==> src/rtl/sram_access_arbiter.sv <==
// rtl/sram_access_arbiter.sv - round-robin arbiter and strobe sequencer for one external async SRAM
//
// Purpose: shares a single 8-bit asynchronous SRAM between pReqNum requesters,
// one byte per grant. Requester 0 (display fetch) may pre-empt round-robin via iUrgent.
// Strobe outputs are registered. Each one reflects the state the FSM held in the
// previous cycle, so every SRAM phase appears one cycle after the FSM enters it.
//
// Ports:
//   iSysClk, iSysRst         clock, synchronous active-low reset
//   iReqVd/iReqWe            per-requester request valid / write select
//   iReqAdrs/iReqWd          packed per-requester address / write data
//   iUrgent                  display FIFO near-empty, favours requester 0
//   oReqAck                  one-hot pulse when a request is consumed
//   oRd/oRdVd                read data and one-hot pulse marking it valid
//   oBusy                    FSM not idle
//   oMemAdrs/oMemWd          SRAM address / write data
//   iMemRd                   SRAM DQ input
//   oMemDqOe                 1 = drive DQ (tristate lives at top level)
//   oMemCE/oMemOE/oMemWE     active-low SRAM strobes
module sram_access_arbiter #(
  parameter int pReqNum    = 3,
  parameter int pAdrsW     = 19,
  parameter int pDataW     = 8,
  parameter int pAccessCyc = 3,
  parameter int pUrgentEn  = 1
) (
  input  logic                        iSysClk,
  input  logic                        iSysRst,
  input  logic [pReqNum-1:0]          iReqVd,
  input  logic [pReqNum-1:0]          iReqWe,
  input  logic [pReqNum*pAdrsW-1:0]   iReqAdrs,
  input  logic [pReqNum*pDataW-1:0]   iReqWd,
  input  logic                        iUrgent,
  output logic [pReqNum-1:0]          oReqAck,
  output logic [pDataW-1:0]           oRd,
  output logic [pReqNum-1:0]          oRdVd,
  output logic                        oBusy,
  output logic [pAdrsW-1:0]           oMemAdrs,
  output logic [pDataW-1:0]           oMemWd,
  input  logic [pDataW-1:0]           iMemRd,
  output logic                        oMemDqOe,
  output logic                        oMemCE,
  output logic                        oMemOE,
  output logic                        oMemWE
);

  localparam int IDW = (pReqNum > 2) ? 2 : 1;

  typedef enum logic [1:0] {
    ST_IDLE,
    ST_SETUP,
    ST_ACCESS,
    ST_HOLD
  } state_t;

  state_t              state_q, state_d;
  logic [3:0]          cnt_q, cnt_d;
  logic [IDW-1:0]      ptr_q, ptr_d;
  logic [IDW-1:0]      id_q, id_d;
  logic                we_q, we_d;
  logic [pAdrsW-1:0]   adrs_q, adrs_d;
  logic [pDataW-1:0]   wd_q, wd_d;
  logic [pDataW-1:0]   rd_q, rd_d;
  logic [pReqNum-1:0]  ack_q, ack_d;
  logic [pReqNum-1:0]  rdvd_q, rdvd_d;
  logic                busy_q, busy_d;
  logic                ce_q, ce_d;
  logic                oe_q, oe_d;
  logic                wen_q, wen_d;
  logic                dqoe_q, dqoe_d;

  logic                win_found;
  logic [IDW-1:0]      win_id;
  logic [IDW:0]        scan_sum;
  logic [IDW-1:0]      scan_idx;
  logic [pAdrsW-1:0]   win_adrs;
  logic [pDataW-1:0]   win_wd;

  // Winner selection: urgent display fetch first, otherwise scan upward from the pointer with wrap.
  always_comb begin
    win_found = 1'b0;
    win_id    = '0;
    scan_sum  = '0;
    scan_idx  = '0;
    if ((pUrgentEn != 0) && iUrgent && iReqVd[0]) begin
      win_found = 1'b1;
      win_id    = '0;
    end else begin
      for (int k = 0; k < pReqNum; k++) begin
        scan_sum = {1'b0, ptr_q} + (IDW+1)'(k);
        if (scan_sum >= (IDW+1)'(pReqNum)) begin
          scan_sum = scan_sum - (IDW+1)'(pReqNum);
        end
        scan_idx = scan_sum[IDW-1:0];
        if (!win_found && iReqVd[scan_idx]) begin
          win_found = 1'b1;
          win_id    = scan_idx;
        end
      end
    end
    win_adrs = '0;
    win_wd   = '0;
    for (int k = 0; k < pReqNum; k++) begin
      if (win_id == IDW'(k)) begin
        win_adrs = iReqAdrs[k*pAdrsW +: pAdrsW];
        win_wd   = iReqWd[k*pDataW +: pDataW];
      end
    end
  end

  always_comb begin
    state_d = state_q;
    cnt_d   = cnt_q;
    ptr_d   = ptr_q;
    id_d    = id_q;
    we_d    = we_q;
    adrs_d  = adrs_q;
    wd_d    = wd_q;
    rd_d    = rd_q;
    ack_d   = '0;
    rdvd_d  = '0;
    ce_d    = 1'b1;
    oe_d    = 1'b1;
    wen_d   = 1'b1;
    dqoe_d  = 1'b0;
    case (state_q)
      ST_IDLE: begin
        if (win_found) begin
          state_d        = ST_SETUP;
          ack_d[win_id]  = 1'b1;
          id_d           = win_id;
          we_d           = iReqWe[win_id];
          adrs_d         = win_adrs;
          if (iReqWe[win_id]) begin
            wd_d = win_wd;
          end
          // An urgent grant is always requester 0, so winner+1 covers it too.
          ptr_d = (win_id == IDW'(pReqNum-1)) ? '0 : win_id + IDW'(1);
        end
      end
      ST_SETUP: begin
        ce_d    = 1'b0;
        dqoe_d  = we_q;
        cnt_d   = 4'(pAccessCyc-1);
        state_d = ST_ACCESS;
      end
      ST_ACCESS: begin
        ce_d   = 1'b0;
        dqoe_d = we_q;
        oe_d   = we_q;
        wen_d  = ~we_q;
        if (cnt_q == 4'd0) begin
          state_d = ST_HOLD;
        end else begin
          cnt_d = cnt_q - 4'd1;
        end
      end
      ST_HOLD: begin
        // OE is still low on the pins during this cycle, so iMemRd is the addressed byte.
        ce_d   = 1'b0;
        dqoe_d = we_q;
        if (!we_q) begin
          rd_d           = iMemRd;
          rdvd_d[id_q]   = 1'b1;
        end
        state_d = ST_IDLE;
      end
      default: state_d = ST_IDLE;
    endcase
    busy_d = (state_d != ST_IDLE);
  end

  always_ff @(posedge iSysClk) begin
    if (!iSysRst) begin
      state_q <= ST_IDLE;
      cnt_q   <= '0;
      ptr_q   <= '0;
      id_q    <= '0;
      we_q    <= 1'b0;
      adrs_q  <= '0;
      wd_q    <= '0;
      rd_q    <= '0;
      ack_q   <= '0;
      rdvd_q  <= '0;
      busy_q  <= 1'b0;
      ce_q    <= 1'b1;
      oe_q    <= 1'b1;
      wen_q   <= 1'b1;
      dqoe_q  <= 1'b0;
    end else begin
      state_q <= state_d;
      cnt_q   <= cnt_d;
      ptr_q   <= ptr_d;
      id_q    <= id_d;
      we_q    <= we_d;
      adrs_q  <= adrs_d;
      wd_q    <= wd_d;
      rd_q    <= rd_d;
      ack_q   <= ack_d;
      rdvd_q  <= rdvd_d;
      busy_q  <= busy_d;
      ce_q    <= ce_d;
      oe_q    <= oe_d;
      wen_q   <= wen_d;
      dqoe_q  <= dqoe_d;
    end
  end

  assign oReqAck  = ack_q;
  assign oRd      = rd_q;
  assign oRdVd    = rdvd_q;
  assign oBusy    = busy_q;
  assign oMemAdrs = adrs_q;
  assign oMemWd   = wd_q;
  assign oMemDqOe = dqoe_q;
  assign oMemCE   = ce_q;
  assign oMemOE   = oe_q;
  assign oMemWE   = wen_q;

endmodule

==> config.mk <==
export PLATFORM = sky130hd
export DESIGN_NAME = sram_access_arbiter
export DESIGN_NICKNAME = d
export VERILOG_FILES = /design/src/rtl/sram_access_arbiter.sv
export SDC_FILE = /design/constraint.sdc
export NUM_CORES = 1
export LEC_CHECK = 0
export ABC_AREA = 1
export BUFFER_PORTS_ARGS = -buffer_cell sky130_fd_sc_hd__buf_2
export CORE_UTILIZATION = 40
export DETAILED_ROUTE_END_ITERATION = 7
export PLACE_DENSITY_LB_ADDON = 0.1
export SLEW_MARGIN = 20
export SYNTH_ARGS = -nofsm -noshare
export SYNTH_HDL_FRONTEND = slang
export SYNTH_SLANG_ARGS = --single-unit
export TNS_END_PERCENT = 5
==> constraint.sdc <==
create_clock -name iSysClk -period 6.1 [get_ports iSysClk]
set_input_delay 1.22 -clock iSysClk [delete_from_list [all_inputs] [get_ports iSysClk]]
set_output_delay 1.22 -clock iSysClk [all_outputs]
set_load 0.03 [all_outputs]
==> impl_metrics.toml <==
[power]
powerDensity_nw_per_um2 = 584
power.internal_mw = 1.15
switching_share_pct = 51.2
vdd_ir_drop_max_mv = 0.258
clockPowerShare_pct = 15.4
p_seq_share_pct = 23.4
leakagePower_nw = 2.21
net-switching-power_mw = 1.20
comb_power_share_pct = 61.2
finalPower_mw = 2.35

[global_route]
grt-ovfl-total = 0
grt_pass1_wl_um = 13900
grt_max_degree = 46
track_usage_pct = 21.1
grt_use_met1_pct = 24.0
globalRouteMet2Util_pct = 37.1
grt_pass1_vias = 3092
busiest_layer = "met2"
grt_use_met3_pct = 7.87
antenna_found_initial = 0

[final_layout]
syn2layout_area_growth_pct = 30.0
insertedDiodeCount = 0
fin_area_sq_um = 4030
fillers = 792
finish.utilization_pct = 54.6
fin_nets = 696
stdcell_count = 695
drive_gt1_share_pct = 30.2

[cts]
clockRootBuffer = "clkbuf_8"
clkSinkCount = 57
postCtsSetupBuffers = 0
max-clock-path-buffers = 2
clkSlewWorstSetupHoldPaths_ps = 70
cts-resized-gates = 0
cts_buffers = 9
h-tree-depth = 3
cts_tree = "done"
cts_hold_repair.buffers = 0
clock_latency_ps = 330

[critical_path]
path_common_cell = "nor2_1"
start_kind = "input pin"
crit_path_end_kind = "flop"
crit_buf_inv = 3
r2r_end = "oMemWd[6]"
crit_family = "simple AND/OR/NAND/NOR gates"
startpoint = "iReqVd[2]"
timing.critical_path.fanout_max = 38
arrival_ps = 3610
worstPathRequired_ps = 6320
rr_worst_depth = 15
crit_path_max_incr_delay_ps = 610
r2r_slack_ps = 2890
r2r_start = "ptr_q[0]"
crit_type = "in -> reg"
path_cells = "buf_2 > inv_1 > o21ai_1 > nand2_4 > nand4_1 > nand3_2 > inv_2 > nand2_1 > nand2_2 > nor2_4 > nor2_1 > nor2_1"
slowest_stage = "nand3_2"

[synthesis]
synth_cells = 456
synth-seq-cells = 57
syn_area_sq_um = 3100
yosys_warnings = 0
syn_avg_cell_area_sq_um = 6.79
seq_area_frac_synth_pct = 36.9
synth_nets = 561
ys_types = 31

[floorplan]
fp.dieH_um = 90.0
initial_core_util_pct = 42.0
dieWidth_um = 90.0
rows = 31
io_pins = 144
die_area_sq_um = 8090
core_sq_um = 7370

[route]
wl_per_cell_um = 11.7
post-route-drc-count = 0
ant_nets = 0
drt-pass1-iter-count = 4
drt-total-wl_um = 8130
drt_iter0_markers = 183
num_vias = 3286
vias_per_cell = 4.73

[timing]
max_slew_margin_pct = 47.2
timing.setup.tns_ps = 0
fin_hold_ws_ps = 426
fin_crit_ps = 3390
fin_skew_ps = 7.85
setup_viol = 0
rsz0062_at_grt = "false"
worstMarginPinSlew_ps = 790
setup_ws_ps = 2710
max_clock_freq_mhz = 295
finalCritPeriodShare_pct = 55.5
drv_slew = 0
hold_violations = 0

[run_status]
status = "finished clean"

[placement]
place_ws_ps = 2380
portBuffers = 143
dpl-instance-area_sq_um = 3820
dp.cells = 679
finalWeightedCongestion = 0.803
place_hpwl_um = 6000

[worst_hold_path]
worstHoldEndpoint = "oMemWE"
min_path_cells = 1
min_from = "we_q"
hold_path_class = "reg -> reg"

[job]
maxCapViolCount = 0
-- cell usage after synthesis, drive strengths merged --
cell type	number	area (sq um)
inv	62	235
dfxtp	57	1140
ha	7	87.6
buf	13	93.8
a211oi	1	7.51
a21oi	10	50.1
a31oi	14	87.6
nand2	126	485
a31o	1	8.76
clkbuf	6	22.5
clkinv	1	3.75
xor2	1	8.76
a32oi	1	8.76
nor3	3	15.0
or2	6	37.5
nand3	71	443
o21ai	31	155
nor2	41	179
nand4	4	25.0
-- final cells by class --
cell class | count | area, sq um | area share [%]
Inverter | 63 | 239 | 5.94
Tap cell | 99 | 124 | 3.08
Clock inverter | 4 | 51.3 | 1.27
Sequential cell | 57 | 1140 | 28.3
Clock buffer | 12 | 155 | 3.85
Timing Repair Buffer | 143 | 716 | 17.8
Multi-Input combinational cell | 317 | 1600 | 39.7
-- power by group through the flow --
stage | clock network, mW | logic [mW] | registers (mW)
final | 0.362 | 1.44 | 0.550
after detailed placement | 0 | 1.45 | 0.559
after global routing | 0.392 | 1.63 | 0.567
after CTS | 0.370 | 1.45 | 0.552
after global placement | 0 | 1.43 | 0.558
after floorplan | 0 | 1.01 | 0.729
-- cell usage in the layout (no fill, tap or decap), types with 6 or more instances in the layout --
cell / count
inv_1: 57
o21ai_0: 26
nand3_1: 61
or2_1: 6
a21oi_1: 10
ha_1: 7
buf_2: 143
clkbuf_8: 11
nor2_1: 37
dfxtp_1: 57
a31oi_1: 14
nand2_1: 123
-- per-layer routing --
metal / wire [um] / vias to the layer above
met1: 3610 / 1459
li1: - / 1735
met3: 475 / 6
met2: 3960 / 86
met4: 82 / 0
met5: 0 / -
-- logic make-up after synthesis --
group	count (synthesis)	synth area share (%)
adder cells (fa/ha/maj)	7	2.83
AND/OR/NAND/NOR	251	38.3
buffers and inverters	82	11.5
AO/OA/AOI/OAI	58	10.3
flip-flops	57	36.9
XOR/XNOR	1	0.283
-- worst register-to-register path, stage by stage (launching register included) --
cell and delay, ps:
dfxtp_1 350, inv_1 50, ha_1 390, inv_2 80
nand2_1 80, nand3_1 100, nand2_2 120, nand3_4 100
nand3_2 90, nand3_2 590, inv_2 610, nand2_1 220
nand2_2 140, nor2_4 40, nor2_1 90, nor2_1 50
-- worst max-delay path by stage --
| stage | cells past startpoint | end | slack, ps |
|---|---|---|---|
| 4_1_cts | 12 | oMemWd[6] | 2730 |
| 3_3_place_gp | 12 | oMemWd[0] | 2420 |
| 3_5_place_dp | 12 | oMemWd[7] | 2380 |
| 2_1_floorplan | 13 | oMemWd[1] | 3620 |
| 5_1_grt | 12 | oMemWd[5] | 2490 |
| 6_report | 12 | oMemWd[6] | 2710 |
-- sequential cells by signal, summed over array words and instances, names as in the netlist --
| name | flops |
|---|---|
| oMemWE | 1 |
| oMemDqOe | 1 |
| cnt_q | 4 |
| oRdVd | 3 |
| oMemOE | 1 |
| oMemCE | 1 |
| oMemAdrs | 19 |
| oRd | 8 |
| oReqAck | 3 |
| oMemWd | 8 |
| ptr_q | 2 |
| state_q | 2 |
| we_q | 1 |
| id_q | 2 |
| oBusy | 1 |
(Power assumes the default switching activity.)
